===== src/rtl/imem_arb_pkg.sv =====
// Shared types and default widths for the instruction-memory read arbiter.
package imem_arb_pkg;
   localparam int ADDR_W = 6;
   localparam int DATA_W = 32;

   typedef enum logic [0:0] {FETCH_PRI, DBG_FORCE} arb_state_t;

   typedef struct packed {
      logic              req;
      logic [ADDR_W-1:0] addr;
   } rd_req_t;
endpackage


===== src/rtl/imem_arbiter_if.sv =====
// One read requester's handshake: level req/addr in, comb gnt and registered rvalid/rdata back.
interface imem_arbiter_if #(
   parameter int ADDR_W = imem_arb_pkg::ADDR_W,
   parameter int DATA_W = imem_arb_pkg::DATA_W
);
   logic              req;
   logic [ADDR_W-1:0] addr;
   logic              gnt;
   logic              rvalid;
   logic [DATA_W-1:0] rdata;

   modport master (output req, addr, input gnt, rvalid, rdata);
   modport slave  (input req, addr, output gnt, rvalid, rdata);
endinterface


===== src/rtl/imem_arb_starve_ctr.sv =====
// Counts consecutive denied debug cycles; force_nxt says the coming cycle belongs to debug.
module imem_arb_starve_ctr #(
   parameter int STARVE_MAX = 4,
   parameter int CNT_W      = $clog2(STARVE_MAX + 1)
) (
   input  logic clk,
   input  logic reset,
   input  logic dbg_req,
   input  logic dbg_gnt,
   output logic force_nxt
);
   logic [CNT_W-1:0] starve_cnt;
   logic [CNT_W-1:0] cnt_nxt;

   always_comb begin
      cnt_nxt = '0;
      if (dbg_req && !dbg_gnt)
         cnt_nxt = (starve_cnt == CNT_W'(STARVE_MAX)) ? starve_cnt : starve_cnt + CNT_W'(1);
   end

   // Looking at the next count lets the forced cycle land exactly STARVE_MAX denials in.
   assign force_nxt = (cnt_nxt == CNT_W'(STARVE_MAX));

   always_ff @(posedge clk) begin
      if (reset) starve_cnt <= '0;
      else       starve_cnt <= cnt_nxt;
   end
endmodule


===== src/rtl/imem_arbiter.sv =====
// imem_arbiter: one imem read per cycle shared by fetch (priority) and debug, data registered.
// Define IMEM_ARB_STARVE_EN to add the debug starvation guard (imem_arb_starve_ctr + DBG_FORCE).
module imem_arbiter #(
   parameter int ADDR_W     = imem_arb_pkg::ADDR_W,
   parameter int DATA_W     = imem_arb_pkg::DATA_W,
   parameter int STARVE_MAX = 4
) (
   input  logic              clk,
   input  logic              reset,
   imem_arbiter_if.slave     fetch,
   imem_arbiter_if.slave     dbg,
   output logic [ADDR_W-1:0] mem_addr,
   input  logic [DATA_W-1:0] mem_q
);
   import imem_arb_pkg::*;

   if (STARVE_MAX < 1 || STARVE_MAX > 15) begin : g_bad_starve_max
      $error("imem_arbiter: STARVE_MAX must be in 1..15");
   end

   arb_state_t        state;
   rd_req_t           f_rq, d_rq;
   logic              f_gnt, d_gnt;
   logic              f_rvalid, d_rvalid;
   logic [DATA_W-1:0] f_rdata, d_rdata;

   assign f_rq = '{req: fetch.req, addr: fetch.addr};
   assign d_rq = '{req: dbg.req, addr: dbg.addr};

`ifdef IMEM_ARB_STARVE_EN
   arb_state_t state_nxt;
   logic       force_dbg;

   imem_arb_starve_ctr #(
      .STARVE_MAX (STARVE_MAX),
      .CNT_W      ($clog2(STARVE_MAX + 1))
   ) u_starve (
      .clk       (clk),
      .reset     (reset),
      .dbg_req   (d_rq.req),
      .dbg_gnt   (d_gnt),
      .force_nxt (force_dbg)
   );

   always_ff @(posedge clk) begin
      if (reset) state <= FETCH_PRI;
      else       state <= state_nxt;
   end
`else
   assign state = FETCH_PRI;
`endif

   always_comb begin
      f_gnt    = 1'b0;
      d_gnt    = 1'b0;
      mem_addr = '0;
`ifdef IMEM_ARB_STARVE_EN
      state_nxt = force_dbg ? DBG_FORCE : FETCH_PRI;
`endif
      if (!reset) begin
         if (d_rq.req && (state == DBG_FORCE || !f_rq.req)) d_gnt = 1'b1;
         else if (f_rq.req)                                 f_gnt = 1'b1;
      end
      if (f_gnt)      mem_addr = f_rq.addr;
      else if (d_gnt) mem_addr = d_rq.addr;
   end

   // Only the winner's capture register loads; the loser keeps its last word.
   always_ff @(posedge clk) begin
      if (reset) begin
         f_rvalid <= 1'b0;
         d_rvalid <= 1'b0;
         f_rdata  <= '0;
         d_rdata  <= '0;
      end else begin
         f_rvalid <= f_gnt;
         d_rvalid <= d_gnt;
         if (f_gnt) f_rdata <= mem_q;
         if (d_gnt) d_rdata <= mem_q;
      end
   end

   assign fetch.gnt    = f_gnt;
   assign fetch.rvalid = f_rvalid;
   assign fetch.rdata  = f_rdata;
   assign dbg.gnt      = d_gnt;
   assign dbg.rvalid   = d_rvalid;
   assign dbg.rdata    = d_rdata;
endmodule


===== src/flat_wrapper.sv =====
// flat-port wrapper written by rule: the top's interface ports become plain ports
module imem_arbiter_flat import imem_arb_pkg::*;
#(
   parameter int ADDR_W     = imem_arb_pkg::ADDR_W,
   parameter int DATA_W     = imem_arb_pkg::DATA_W,
   parameter int STARVE_MAX = 4
)
  (clk, reset, mem_addr, mem_q, fetch_req, fetch_addr, fetch_gnt, fetch_rvalid, fetch_rdata, dbg_req, dbg_addr, dbg_gnt, dbg_rvalid, dbg_rdata);
  imem_arbiter_if #(.ADDR_W(ADDR_W), .DATA_W(DATA_W)) fetch_i ();
  imem_arbiter_if #(.ADDR_W(ADDR_W), .DATA_W(DATA_W)) dbg_i ();
  input  logic clk;
  input  logic reset;
  output logic [ADDR_W-1:0] mem_addr;
  input  logic [DATA_W-1:0] mem_q;
  input wire logic [$bits(fetch_i.req)-1:0] fetch_req;
  input wire logic [$bits(fetch_i.addr)-1:0] fetch_addr;
  output wire logic [$bits(fetch_i.gnt)-1:0] fetch_gnt;
  output wire logic [$bits(fetch_i.rvalid)-1:0] fetch_rvalid;
  output wire logic [$bits(fetch_i.rdata)-1:0] fetch_rdata;
  input wire logic [$bits(dbg_i.req)-1:0] dbg_req;
  input wire logic [$bits(dbg_i.addr)-1:0] dbg_addr;
  output wire logic [$bits(dbg_i.gnt)-1:0] dbg_gnt;
  output wire logic [$bits(dbg_i.rvalid)-1:0] dbg_rvalid;
  output wire logic [$bits(dbg_i.rdata)-1:0] dbg_rdata;
  assign fetch_i.req = fetch_req;
  assign fetch_i.addr = fetch_addr;
  assign fetch_gnt = fetch_i.gnt;
  assign fetch_rvalid = fetch_i.rvalid;
  assign fetch_rdata = fetch_i.rdata;
  assign dbg_i.req = dbg_req;
  assign dbg_i.addr = dbg_addr;
  assign dbg_gnt = dbg_i.gnt;
  assign dbg_rvalid = dbg_i.rvalid;
  assign dbg_rdata = dbg_i.rdata;
  imem_arbiter #(.ADDR_W(ADDR_W), .DATA_W(DATA_W), .STARVE_MAX(STARVE_MAX)) u_core (.clk(clk), .reset(reset), .fetch(fetch_i), .dbg(dbg_i), .mem_addr(mem_addr), .mem_q(mem_q));
endmodule

===== config.mk =====
export PLATFORM = sky130hd
export DESIGN_NAME = imem_arbiter_flat
export DESIGN_NICKNAME = d
export VERILOG_FILES = /design/src/rtl/imem_arb_pkg.sv /design/src/rtl/imem_arbiter_if.sv /design/src/rtl/imem_arb_starve_ctr.sv /design/src/rtl/imem_arbiter.sv /design/src/flat_wrapper.sv
export SDC_FILE = /design/constraint.sdc
export NUM_CORES = 1
export LEC_CHECK = 0
export ABC_AREA = 1
export BUFFER_PORTS_ARGS = -buffer_cell sky130_fd_sc_hd__buf_2
export CAP_MARGIN = 20
export CORE_MARGIN = 3
export CORE_UTILIZATION = 30
export CTS_CLUSTER_SIZE = 40
export DETAILED_ROUTE_END_ITERATION = 10
export PLACE_DENSITY = 0.64
export SYNTH_ARGS = -nofsm -noshare
export SYNTH_HDL_FRONTEND = slang
export SYNTH_SLANG_ARGS = --single-unit

===== constraint.sdc =====
create_clock -name clk -period 1.9 [get_ports clk]
set_input_delay 0.095 -clock clk [delete_from_list [all_inputs] [get_ports clk]]
set_output_delay 0.095 -clock clk [all_outputs]
set_load 0.02 [all_outputs]

==> flow_summary.rst <==
.. list-table::
   :header-rows: 1

   * - Metric
     - Value
   * - CTS tree
     - built
   * - I/O Pins
     - 122
   * - Worst-path maximum fanout
     - 20
   * - Synth warn
     - 0
   * - Commonest cells after routing, fill and taps aside
     - sky130_fd_sc_hd__nand2_1 (141), sky130_fd_sc_hd__buf_2 (121), sky130_fd_sc_hd__nand3_1 (70)
   * - Combined area of all synthesized cells
     - between 2000 and 2500 um^2
   * - Largest incremental delay on the critical path
     - between 400 and 500 ps
   * - Startpoint kind of the worst setup timing path
     - primary input
   * - Htree depth
     - 3
   * - Detailed-route wire length per cell
     - 12.2 um
   * - Starting density of the core
     - roughly a third
   * - Fill cell instance count of the final layout
     - 716
   * - First-pass GRT wire length
     - roughly 11000 um
   * - Layout net count
     - 501
   * - Worst endpoint data arrival time
     - 1100 ps
   * - Post-placement cell area
     - 3030 um^2
   * - Maximum frequency from static timing analysis
     - 0.837 GHz
   * - Critical-path cell with the highest stage delay
     - sky130_fd_sc_hd__nor2_4
   * - Worst relative slew slack
     - 63.0%
   * - Number of input and output port buffers inserted
     - 121
   * - Area fraction of the dominant cell type after synthesis
     - 56.5%
   * - Number of DRC markers after the initial detailed-route iteration
     - 103
   * - Worst setup path class
     - primary input to primary output
   * - Buffer type at the clock tree root
     - sky130_fd_sc_hd__clkbuf_8
   * - Clock-pin transition on the worst setup and hold timing paths
     - 60 ps
   * - Count of final max-slew check failures
     - 0
   * - Post-Syn Instances
     - 305
   * - Pre-Repair DR Iteration Count
     - 4
   * - Pin slew with the least headroom to its limit
     - 554 ps
   * - Number of setup buffers added after CTS
     - 0
   * - Synthesized flop and latch total
     - 66
   * - Buffer depth of the longest clock path
     - 2
   * - Required arrival time at the worst endpoint
     - between 1500 and 2000 ps
   * - Final design instance area without fill
     - 3540 um^2
   * - Number of cell rows
     - 31
   * - Synthesis-to-layout area growth
     - 51.4%
   * - Critical Path, Cell by Cell
     - buf_2, nor2_4, nand2_1, nand2_1, buf_2
   * - Global-route total usage across every layer
     - 15.3%
   * - Maximum ir drop on the vdd rail
     - 0.000365 V
   * - Net count after synthesis
     - 353
   * - Maximum number of pins on one net before global-route repair
     - 39
   * - Antenna violation net count after detailed routing
     - 0
   * - Count of endpoints failing setup in the final report
     - 0
   * - Final worst path period share
     - 62.9%
   * - Area of the die
     - 8890 um^2
   * - Die H
     - 94.3 um
   * - Vias
     - 2471
   * - Setup repair after global routing missed its margin
     - no
   * - Hold violation total from the final report
     - 0
   * - Count of different cell masters after synthesis
     - 10
   * - Average cell area after synthesis
     - 7.67 um^2
   * - P_leak
     - between 1.5 and 2 nW
   * - Share of post-route cells with drive strength above 1
     - 31.4%
   * - Total Negative Setup Slacks
     - 0 ps
   * - Seq/Total Area, Yosys
     - 56.5%
   * - Post-detail-place hpwl
     - between 4000 and 5000 um
   * - Status
     - finished, final reports clean
   * - Sum of overflow across all layers after global routing
     - 0
   * - Largest area contributor in the synthesized netlist
     - sky130_fd_sc_hd__dfxtp_1
   * - Clock latency reported for the late side of the worst-skew pair
     - 320 ps
   * - Maximum Capacitance Violations
     - 0
   * - Horiz. Die Dim
     - roughly 94 um
   * - Gp weighted congestion
     - 0.736
   * - Antenna violations before repair
     - 0
   * - Clock sink total
     - 66
   * - Most common library cell in the layout ignoring fill and taps
     - sky130_fd_sc_hd__nand2_1
   * - Cell types with the largest area share after synthesis
     - sky130_fd_sc_hd__dfxtp_1 (57%), sky130_fd_sc_hd__nand2_1 (23%), sky130_fd_sc_hd__nand3_1 (15%)
   * - DRC violations left
     - 0
   * - Power per standard cell area
     - 866 nW/um^2
   * - Maximum clock skew at final layout
     - 0 ps
   * - Hold crit path type
     - primary input to flop
   * - Worst setup EP type
     - primary output
   * - Antenna fix cells
     - 0
   * - Avg Vias per Cell
     - 4.44
   * - Final critical path time including I/O delays and setup
     - ~1200 ps
   * - WL final
     - 6820 um
   * - Core Area
     - 7410 um^2
   * - Number of buffers added by the clock tree synthesis step
     - 9
   * - Number of global-route vias before repair
     - around 2300
[state kept, by name (all words and copies together), names as in the netlist]
signal and count:
u_core.dbg.rdata 32, u_core.fetch.rdata 32, u_core.dbg.rvalid 1, u_core.fetch.rvalid 1
[metal layers]
metal	part of all wire, %	up-vias	global-route usage, %
li1	-	1270	-
met1	46	1092	18.7
met2	45	99	25.1
met3	8.3	10	4.09
met4	1.5	0	6.62
met5	0	-	0
[path summary, 6_finish.rpt]
check / startpoint / endpoint / slack (ps) / depth (start not counted)
setup / recovery: reset / mem_addr[2] / 700 / 5
hold / removal: reset / u_core.dbg.rvalid$_SDFF_PP0_ / 60 / 2
setup reg to reg: u_core.dbg.rdata[16]$_SDFFE_PP0N_ / u_core.dbg.rdata[16]$_SDFFE_PP0N_ / 1330 / 2
hold reg to reg: u_core.fetch.rdata[1]$_SDFFE_PP0P_ / u_core.fetch.rdata[1]$_SDFFE_PP0P_ / 450 / 2
[power breakdown]
group	internal (W)	switching (W)
Combinational	0.000182	0.000282
Sequential	0.00146	0.0000371
Clock	0.000602	0.000504
[cells in the mapped netlist, drive strengths merged]
cell type and count:
nand3 70, inv 2, buf 17, clkbuf 4, nand2 141, dfxtp 66, nor2 5
[final cells by class]
cell class	instances	area [um^2]	share of cell area, %
flip-flops and latches	66	1320	37.3
repair buffers	158	988	27.9
multi-input cells	216	913	25.8
clock buffers	11	131	3.71
well taps	99	124	3.50
clock inverters	5	55.1	1.55
inverters	2	7.51	0.212
[through the flow]
stage               cells  utilization [%]  hold slack [ps]  total power, W  setup WS (ps)
detailed placement    509             41.0              304         0.00194            663
global route          557             47.8             59.0         0.00323            591
floorplan             305                -              167         0.00176           1090
finish                557             47.8             62.5         0.00307            705
global placement      509             41.0              299         0.00194            703
CTS                   557             47.8             45.1         0.00312            681
[critical path, delay by kind of cell]
kind / cells / cell delay, ps
AND/OR/NAND/NOR: 3 / 670
buffers and inverters: 2 / 320
[kinds of logic after synthesis]
family                 Yosys count  share of synthesized area (%)
flip-flops                      66                           56.5
buffers and inverters           23                           4.98
AND/OR/NAND/NOR                216                           38.5
[what timing repair did]
| item | in CTS | in global routing |
|---|---|---|
| hold buffers | 32 | 0 |
| resized for setup | 0 | 0 |
| hold endpoints to repair | 59 | 0 |
(Power assumes the default switching activity.)
